--- src/rtl/uart_rx_engine_if.sv ---
// rtl/uart_rx_engine_if.sv - register-side bundle of the UART receive engine
//
// Groups the framing/baud controls, the host read strobe and the received
// character with its status flags.
//   baud_k  [18:0]  clock cycles per bit
//   eight           1 = 8 data bits, 0 = 7 data bits
//   pen             parity enable
//   ohel            parity sense, 1 = odd, 0 = even
//   read            one-cycle pulse, host consumed the character
//   rx_data [7:0]   received character
//   rxrdy           character available
//   perr            parity error on the latched character
//   ferr            framing error on the latched character
//   ovf             overrun, sticky until read
// master = host/register side, slave = receive engine.
interface uart_rx_engine_if;
    logic [18:0] baud_k;
    logic        eight;
    logic        pen;
    logic        ohel;
    logic        read;
    logic [7:0]  rx_data;
    logic        rxrdy;
    logic        perr;
    logic        ferr;
    logic        ovf;

    modport master (
        output baud_k, eight, pen, ohel, read,
        input  rx_data, rxrdy, perr, ferr, ovf
    );

    modport slave (
        input  baud_k, eight, pen, ohel, read,
        output rx_data, rxrdy, perr, ferr, ovf
    );
endinterface

--- src/rtl/uart_rx_engine.sv ---
// rtl/uart_rx_engine.sv - UART receive engine with mid-bit sampling
//
// Finds the start bit on the asynchronous rx line, samples each bit at
// mid-bit time from a per-bit cycle count and latches 7/8-bit characters
// with optional odd/even parity and framing/overrun flags.
// Ports:
//   clk    system clock
//   reset  asynchronous active-high reset
//   rx     serial line, idle high, asynchronous to clk
//   bus    uart_rx_engine_if.slave (baud_k, eight, pen, ohel, read in;
//          rx_data, rxrdy, perr, ferr, ovf out)
// Build option: UART_RX_MAJORITY_EN makes every bit decision a 2-of-3 vote
// over the cycles around the nominal sample point, one cycle later.
module uart_rx_engine (
    input  logic             clk,
    input  logic             reset,
    input  logic             rx,
    uart_rx_engine_if.slave  bus
);

    typedef enum logic [1:0] {IDLE, START, DATA, STOP} state_t;

    state_t      state;
    state_t      state_nx;

    logic        sync1;
    logic        rxs;
    logic [18:0] cnt;
    logic [3:0]  nbits;
    logic [8:0]  sr;
    logic        expire;
    logic        bit_val;
    logic [3:0]  nb;

    logic        load_half;
    logic        load_full;
    logic        shift_en;
    logic        frame_done;

    logic [7:0]  data_w;
    logic        par_bit;
    logic        perr_w;
    logic        ferr_w;

    logic [7:0]  rx_data_q;
    logic        rxrdy_q;
    logic        perr_q;
    logic        ferr_q;
    logic        ovf_q;

`ifdef UART_RX_MAJORITY_EN
    // The vote needs the cycle after the nominal point, so the whole frame
    // schedule is pushed out by one cycle through the first count load.
    localparam logic [18:0] START_EXTRA = 19'd1;
    logic hist1;
    logic hist2;

    always_ff @(posedge clk or posedge reset) begin
        if (reset) begin
            hist1 <= 1'b1;
            hist2 <= 1'b1;
        end else begin
            hist1 <= rxs;
            hist2 <= hist1;
        end
    end

    assign bit_val = (rxs & hist1) | (rxs & hist2) | (hist1 & hist2);
`else
    localparam logic [18:0] START_EXTRA = 19'd0;
    assign bit_val = rxs;
`endif

    // Count is loaded with the interval length and expires when it reaches 1,
    // so a load of N lands the decision exactly N cycles later.
    assign expire = (cnt == 19'd1);
    assign nb     = (bus.eight ? 4'd8 : 4'd7) + {3'b000, bus.pen};

    always_ff @(posedge clk or posedge reset) begin
        if (reset) begin
            state <= IDLE;
        end else begin
            state <= state_nx;
        end
    end

    always_comb begin
        state_nx   = state;
        load_half  = 1'b0;
        load_full  = 1'b0;
        shift_en   = 1'b0;
        frame_done = 1'b0;
        case (state)
            IDLE: begin
                if (!rxs) begin
                    load_half = 1'b1;
                    state_nx  = START;
                end
            end
            START: begin
                if (expire) begin
                    if (!bit_val) begin
                        load_full = 1'b1;
                        state_nx  = DATA;
                    end else begin
                        state_nx  = IDLE;
                    end
                end
            end
            DATA: begin
                if (expire) begin
                    shift_en  = 1'b1;
                    load_full = 1'b1;
                    if (nbits == nb - 4'd1) begin
                        state_nx = STOP;
                    end
                end
            end
            STOP: begin
                if (expire) begin
                    frame_done = 1'b1;
                    state_nx   = IDLE;
                end
            end
            default: state_nx = IDLE;
        endcase
    end

    always_ff @(posedge clk or posedge reset) begin
        if (reset) begin
            sync1 <= 1'b1;
            rxs   <= 1'b1;
            cnt   <= 19'd0;
            nbits <= 4'd0;
            sr    <= 9'd0;
        end else begin
            sync1 <= rx;
            rxs   <= sync1;
            if (load_half) begin
                cnt <= (bus.baud_k >> 1) + START_EXTRA;
            end else if (load_full) begin
                cnt <= bus.baud_k;
            end else if (cnt != 19'd0) begin
                cnt <= cnt - 19'd1;
            end
            if (load_half) begin
                nbits <= 4'd0;
                sr    <= 9'd0;
            end else if (shift_en) begin
                sr[nbits] <= bit_val;
                nbits     <= nbits + 4'd1;
            end
        end
    end

    // Data bits sit at sr[0..], the parity bit right after the last data bit.
    assign data_w  = bus.eight ? sr[7:0] : {1'b0, sr[6:0]};
    assign par_bit = bus.eight ? sr[8] : sr[7];
    assign perr_w  = bus.pen & ((^data_w ^ par_bit) != bus.ohel);
    assign ferr_w  = ~bit_val;

    // Set-dominant flags: a completion wins over a simultaneous read, but that
    // read still retires the overrun since the old character was consumed.
    always_ff @(posedge clk or posedge reset) begin
        if (reset) begin
            rx_data_q <= 8'h00;
            rxrdy_q   <= 1'b0;
            perr_q    <= 1'b0;
            ferr_q    <= 1'b0;
            ovf_q     <= 1'b0;
        end else if (frame_done) begin
            rx_data_q <= data_w;
            rxrdy_q   <= 1'b1;
            perr_q    <= perr_w;
            ferr_q    <= ferr_w;
            ovf_q     <= bus.read ? 1'b0 : (ovf_q | rxrdy_q);
        end else if (bus.read) begin
            rxrdy_q   <= 1'b0;
            perr_q    <= 1'b0;
            ferr_q    <= 1'b0;
            ovf_q     <= 1'b0;
        end
    end

    assign bus.rx_data = rx_data_q;
    assign bus.rxrdy   = rxrdy_q;
    assign bus.perr    = perr_q;
    assign bus.ferr    = ferr_q;
    assign bus.ovf     = ovf_q;

endmodule

--- src/flat_wrapper.sv ---
// flat-port wrapper written by rule: the top's interface ports become plain ports
module uart_rx_engine_flat 
  (clk, reset, rx, bus_baud_k, bus_eight, bus_pen, bus_ohel, bus_read, bus_rx_data, bus_rxrdy, bus_perr, bus_ferr, bus_ovf);
  uart_rx_engine_if bus_i ();
  input  logic clk;
  input  logic reset;
  input  logic rx;
  input wire logic [$bits(bus_i.baud_k)-1:0] bus_baud_k;
  input wire logic [$bits(bus_i.eight)-1:0] bus_eight;
  input wire logic [$bits(bus_i.pen)-1:0] bus_pen;
  input wire logic [$bits(bus_i.ohel)-1:0] bus_ohel;
  input wire logic [$bits(bus_i.read)-1:0] bus_read;
  output wire logic [$bits(bus_i.rx_data)-1:0] bus_rx_data;
  output wire logic [$bits(bus_i.rxrdy)-1:0] bus_rxrdy;
  output wire logic [$bits(bus_i.perr)-1:0] bus_perr;
  output wire logic [$bits(bus_i.ferr)-1:0] bus_ferr;
  output wire logic [$bits(bus_i.ovf)-1:0] bus_ovf;
  assign bus_i.baud_k = bus_baud_k;
  assign bus_i.eight = bus_eight;
  assign bus_i.pen = bus_pen;
  assign bus_i.ohel = bus_ohel;
  assign bus_i.read = bus_read;
  assign bus_rx_data = bus_i.rx_data;
  assign bus_rxrdy = bus_i.rxrdy;
  assign bus_perr = bus_i.perr;
  assign bus_ferr = bus_i.ferr;
  assign bus_ovf = bus_i.ovf;
  uart_rx_engine u_core (.clk(clk), .reset(reset), .rx(rx), .bus(bus_i));
endmodule
--- config.mk ---
export PLATFORM = sky130hd
export DESIGN_NAME = uart_rx_engine_flat
export DESIGN_NICKNAME = d
export VERILOG_FILES = /design/src/rtl/uart_rx_engine_if.sv /design/src/rtl/uart_rx_engine.sv /design/src/flat_wrapper.sv
export SDC_FILE = /design/constraint.sdc
export NUM_CORES = 1
export LEC_CHECK = 0
export ABC_AREA = 1
export BUFFER_PORTS_ARGS = -buffer_cell sky130_fd_sc_hd__clkbuf_2
export CAP_MARGIN = 20
export CORE_UTILIZATION = 53
export CTS_CLUSTER_SIZE = 12
export DETAILED_ROUTE_END_ITERATION = 8
export PLACE_DENSITY_LB_ADDON = 0.1
export SLEW_MARGIN = 20
export SYNTH_ARGS = -nofsm -noshare
export SYNTH_HDL_FRONTEND = slang
export SYNTH_SLANG_ARGS = --single-unit
--- constraint.sdc ---
create_clock -name clk -period 1.8 [get_ports clk]
set_input_delay 0.18 -clock clk [delete_from_list [all_inputs] [get_ports clk]]
set_output_delay 0.18 -clock clk [all_outputs]
set_load 0.01 [all_outputs]
==> reports/qor.txt <==
Unrepaired setup endpoints after global routing: true
Final Hold Viols: 0
Area delta synth->final: 20.1%
Slew @ Worst Pin: 0.522 ns
Final worst-path cycle share: 0.952
Slew HR: 0.651
Congestion Overflow GR: 0
Synth warnings: 0
WS Path Type: reg2reg
Synthesized net count: 500
Tot Pwr: 4.54 mW
WL final: 7760 um
Pin count of the biggest net entering global routing: 26
Starting Density: 0.555
Worst Path Max Fanout: 10
Cell Area, Synth: 0.00331 mm^2
Clk_lat worst skew: 0.31 ns
Count of input and output buffers: 37
Core area: 0.00596 mm^2
TritonCTS clock tree: done
Multi-input logic area: 0.00191 mm^2
Startpoint types: register
Placed cell area: 0.00366 mm^2
# rows: 28
Num ports: 38
Max Freq: 584 MHz
Critical Path End Type: register
Post-synthesis sequential element count: 48
Slowest stage cell, crit path: dfrtp_1
Post-synth EDFFs: 0
DRC: 0
Setup violators final: 0
Die height: 81.0 um
Place WS: -0.00742 ns
First-pass GRT wire length: 12,600 um
Non-Filler Instances: 603
Htree depth: 2
Async SR Flop Fraction: 1.00
# fillers: 571
Sequential fraction of the synthesis area: 0.364
ANT cells: 0
Initial DRT Pass Iterations: 5
Full die area: 0.00656 mm^2
Number of antenna violations at the first check in global routing: 0
Vias: 3,052
Minimum clock period: 1.71 ns
Vias per cell: 5.06
Clock root cell: clkbuf_8
CP arrival: 1.94 ns
Drt initial violations: 192
Worst Path Required: 2.03 ns
Hold Crit Class: in2reg
Pins Over Slew Limit: 0
Worst clock skew: 0.00564 ns
Status: completed
Crit path largest cell delay: 0.42 ns
Total global-route track usage: 0.251
Synth Area per Inst: 7.16 um^2
Share of layout cells above drive strength 1: 0.239
Routed wire length per instance: 12.9 um
Clk sinks: 48
# nets final: 565
Top delay family on crit path: compound AO/OA/AOI/OAI gates
Placed cell count: 583
Number of CTS-inserted buffers: 5
Register area: 0.00121 mm^2
Max IR drop VDD: 0.688 mV
Die width: 81.0 um
RePlAce Congestion: 0.959
Worst-path clk slew: 0.09 ns
Dpl hpwl: 5910 um
Design area: 0.00397 mm^2
Synth cell types: 33
Final ANT Viol Nets: 0
Number of max-cap violations: 0
Max Root-Sink Buffers: 2
Buf/Inv on CP: 3
Worst Hold Launch: bus_read
Final WS setup: 0.0863 ns
Pwr Density: 1140 mW/mm^2
Cells after Synth: 462
Most common flop cell mapped by yosys: dfrtp_1
Post-layout util: 0.667
Pleak: 2.05 nW
Vias in the first global route: 2,696
Critical-path cell list: inv_2 > ha_1 > inv_1 > a21oi_4 > nand4_4 > buf_6 > nand2_1 > o21ai_0 > o21ai_1
## routing by layer
| layer | track usage | wire length (um) | vias up |
|---|---|---|---|
| li1 | - | - | 1583 |
| met2 | 0.369 | 3510 | 82 |
| met4 | 0.0607 | 74 | 0 |
| met3 | 0.0427 | 313 | 9 |
| met1 | 0.378 | 3870 | 1378 |
| met5 | 0 | 0 | - |
## worst paths after layout
check | to | slack, ns | depth (start not counted)
max | u_core.cnt[2] | 0.09 | 9
min | u_core.bus.ovf | 0.03 | 2
max reg2reg | u_core.cnt[2] | 0.09 | 9
min reg2reg | u_core.bit_val | 0.36 | 0
max in group asynchronous | u_core.cnt[10] | 0.83 | 4
min in group asynchronous | u_core.bus.rx_data[2] | 0.44 | 3
## kinds of logic (layout without fill, tap and decap cells)
logic type      Yosys count  count (layout)  share of synthesized area
simple gates            285             286                      0.399
fa+ha+maj                12              12                     0.0454
flops                    48              48                      0.364
xor+xnor                 14              14                     0.0371
compound gates           41              41                     0.0723
buf+inv                  62             127                     0.0825
## power by group
group,switching (mW),internal [mW]
combinational,1.31,0.825
sequential,0.286,1.31
clock,0.397,0.419
## synth_stat cells, types with 5 or more instances
library cell  number  area [um^2]
nor2_4             9          101
buf_2              5         25.0
o21ai_0           19         95.1
nand2_1          128          480
inv_1             50          188
nor2_1            78          293
xnor2_1            8         70.1
o21ai_1           11         55.1
ha_1              12          150
nand4_1            9         56.3
nor2_2             7         43.8
xor2_1             6         52.6
nand3_1           37          185
dfrtp_1           46         1150
## worst register-to-register path: cells and delay by family, from the launching register on
family | cells | cell delay (ns)
flip-flops | 1 | 0.42
AO/OA/AOI/OAI | 3 | 0.45
buffers and inverters | 3 | 0.31
adder cells (fa/ha/maj) | 1 | 0.27
AND/OR/NAND/NOR | 2 | 0.19
## placed cells by master (no fill, tap or decap), drive strengths merged
| cell type | instances |
|---|---|
| nand2 | 135 |
| nor2 | 96 |
| inv | 54 |
| dfrtp | 46 |
| clkbuf | 42 |
| nand3 | 38 |
| o21ai | 31 |
| buf | 27 |
| ha | 12 |
| nand4 | 10 |
| xnor2 | 8 |
| xor2 | 6 |
| a21oi | 6 |
| nand3b | 4 |
| nor3 | 3 |
| a31oi | 2 |
| dlygate4sd3 | 2 |
| dfstp | 2 |
| o21bai | 1 |
| a21boi | 1 |
| clkinvlp | 1 |
| bufinv | 1 |
## timing repair
item	4_1_cts	5_1_grt
buffers inserted	3	6
hold endpoints to repair	22	0
pin swaps	2	11
hold buffers	2	0
gates cloned	0	1
gates resized for setup	1	27
setup endpoints to repair	4	42
## registers in the layout, summed over array words and instances, names as in the netlist, named ones only
signal	count
u_core.nbits	4
u_core.bus.ovf	1
u_core.bus.rxrdy	1
u_core.bus.rx_data	8
u_core.cnt	19
u_core.sr	9
u_core.state	1
u_core.bus.perr	1
u_core.bit_val	1
u_core.bus.ferr	1
u_core.sync1	1
## metrics by stage
stage / hold WS, ns / TNS [ns]
2_1_floorplan: 0.184 / 0
3_3_place_gp: 0.235 / 0
3_5_place_dp: 0.238 / -0.00742
4_1_cts: 0.0258 / 0
5_1_grt: 0.0305 / -0.113
6_report: 0.0297 / 0
## final cells by class
cell class | instances | share of cell area
Sequential cell | 48 | 0.304
Tap cell | 75 | 0.0236
Clock buffer | 5 | 0.0173
Timing Repair Buffer | 66 | 0.112
Inverter | 53 | 0.0513
Multi-Input combinational cell | 353 | 0.480
Clock inverter | 3 | 0.0117
No activity file was read; power rests on OpenSTA's default activity.
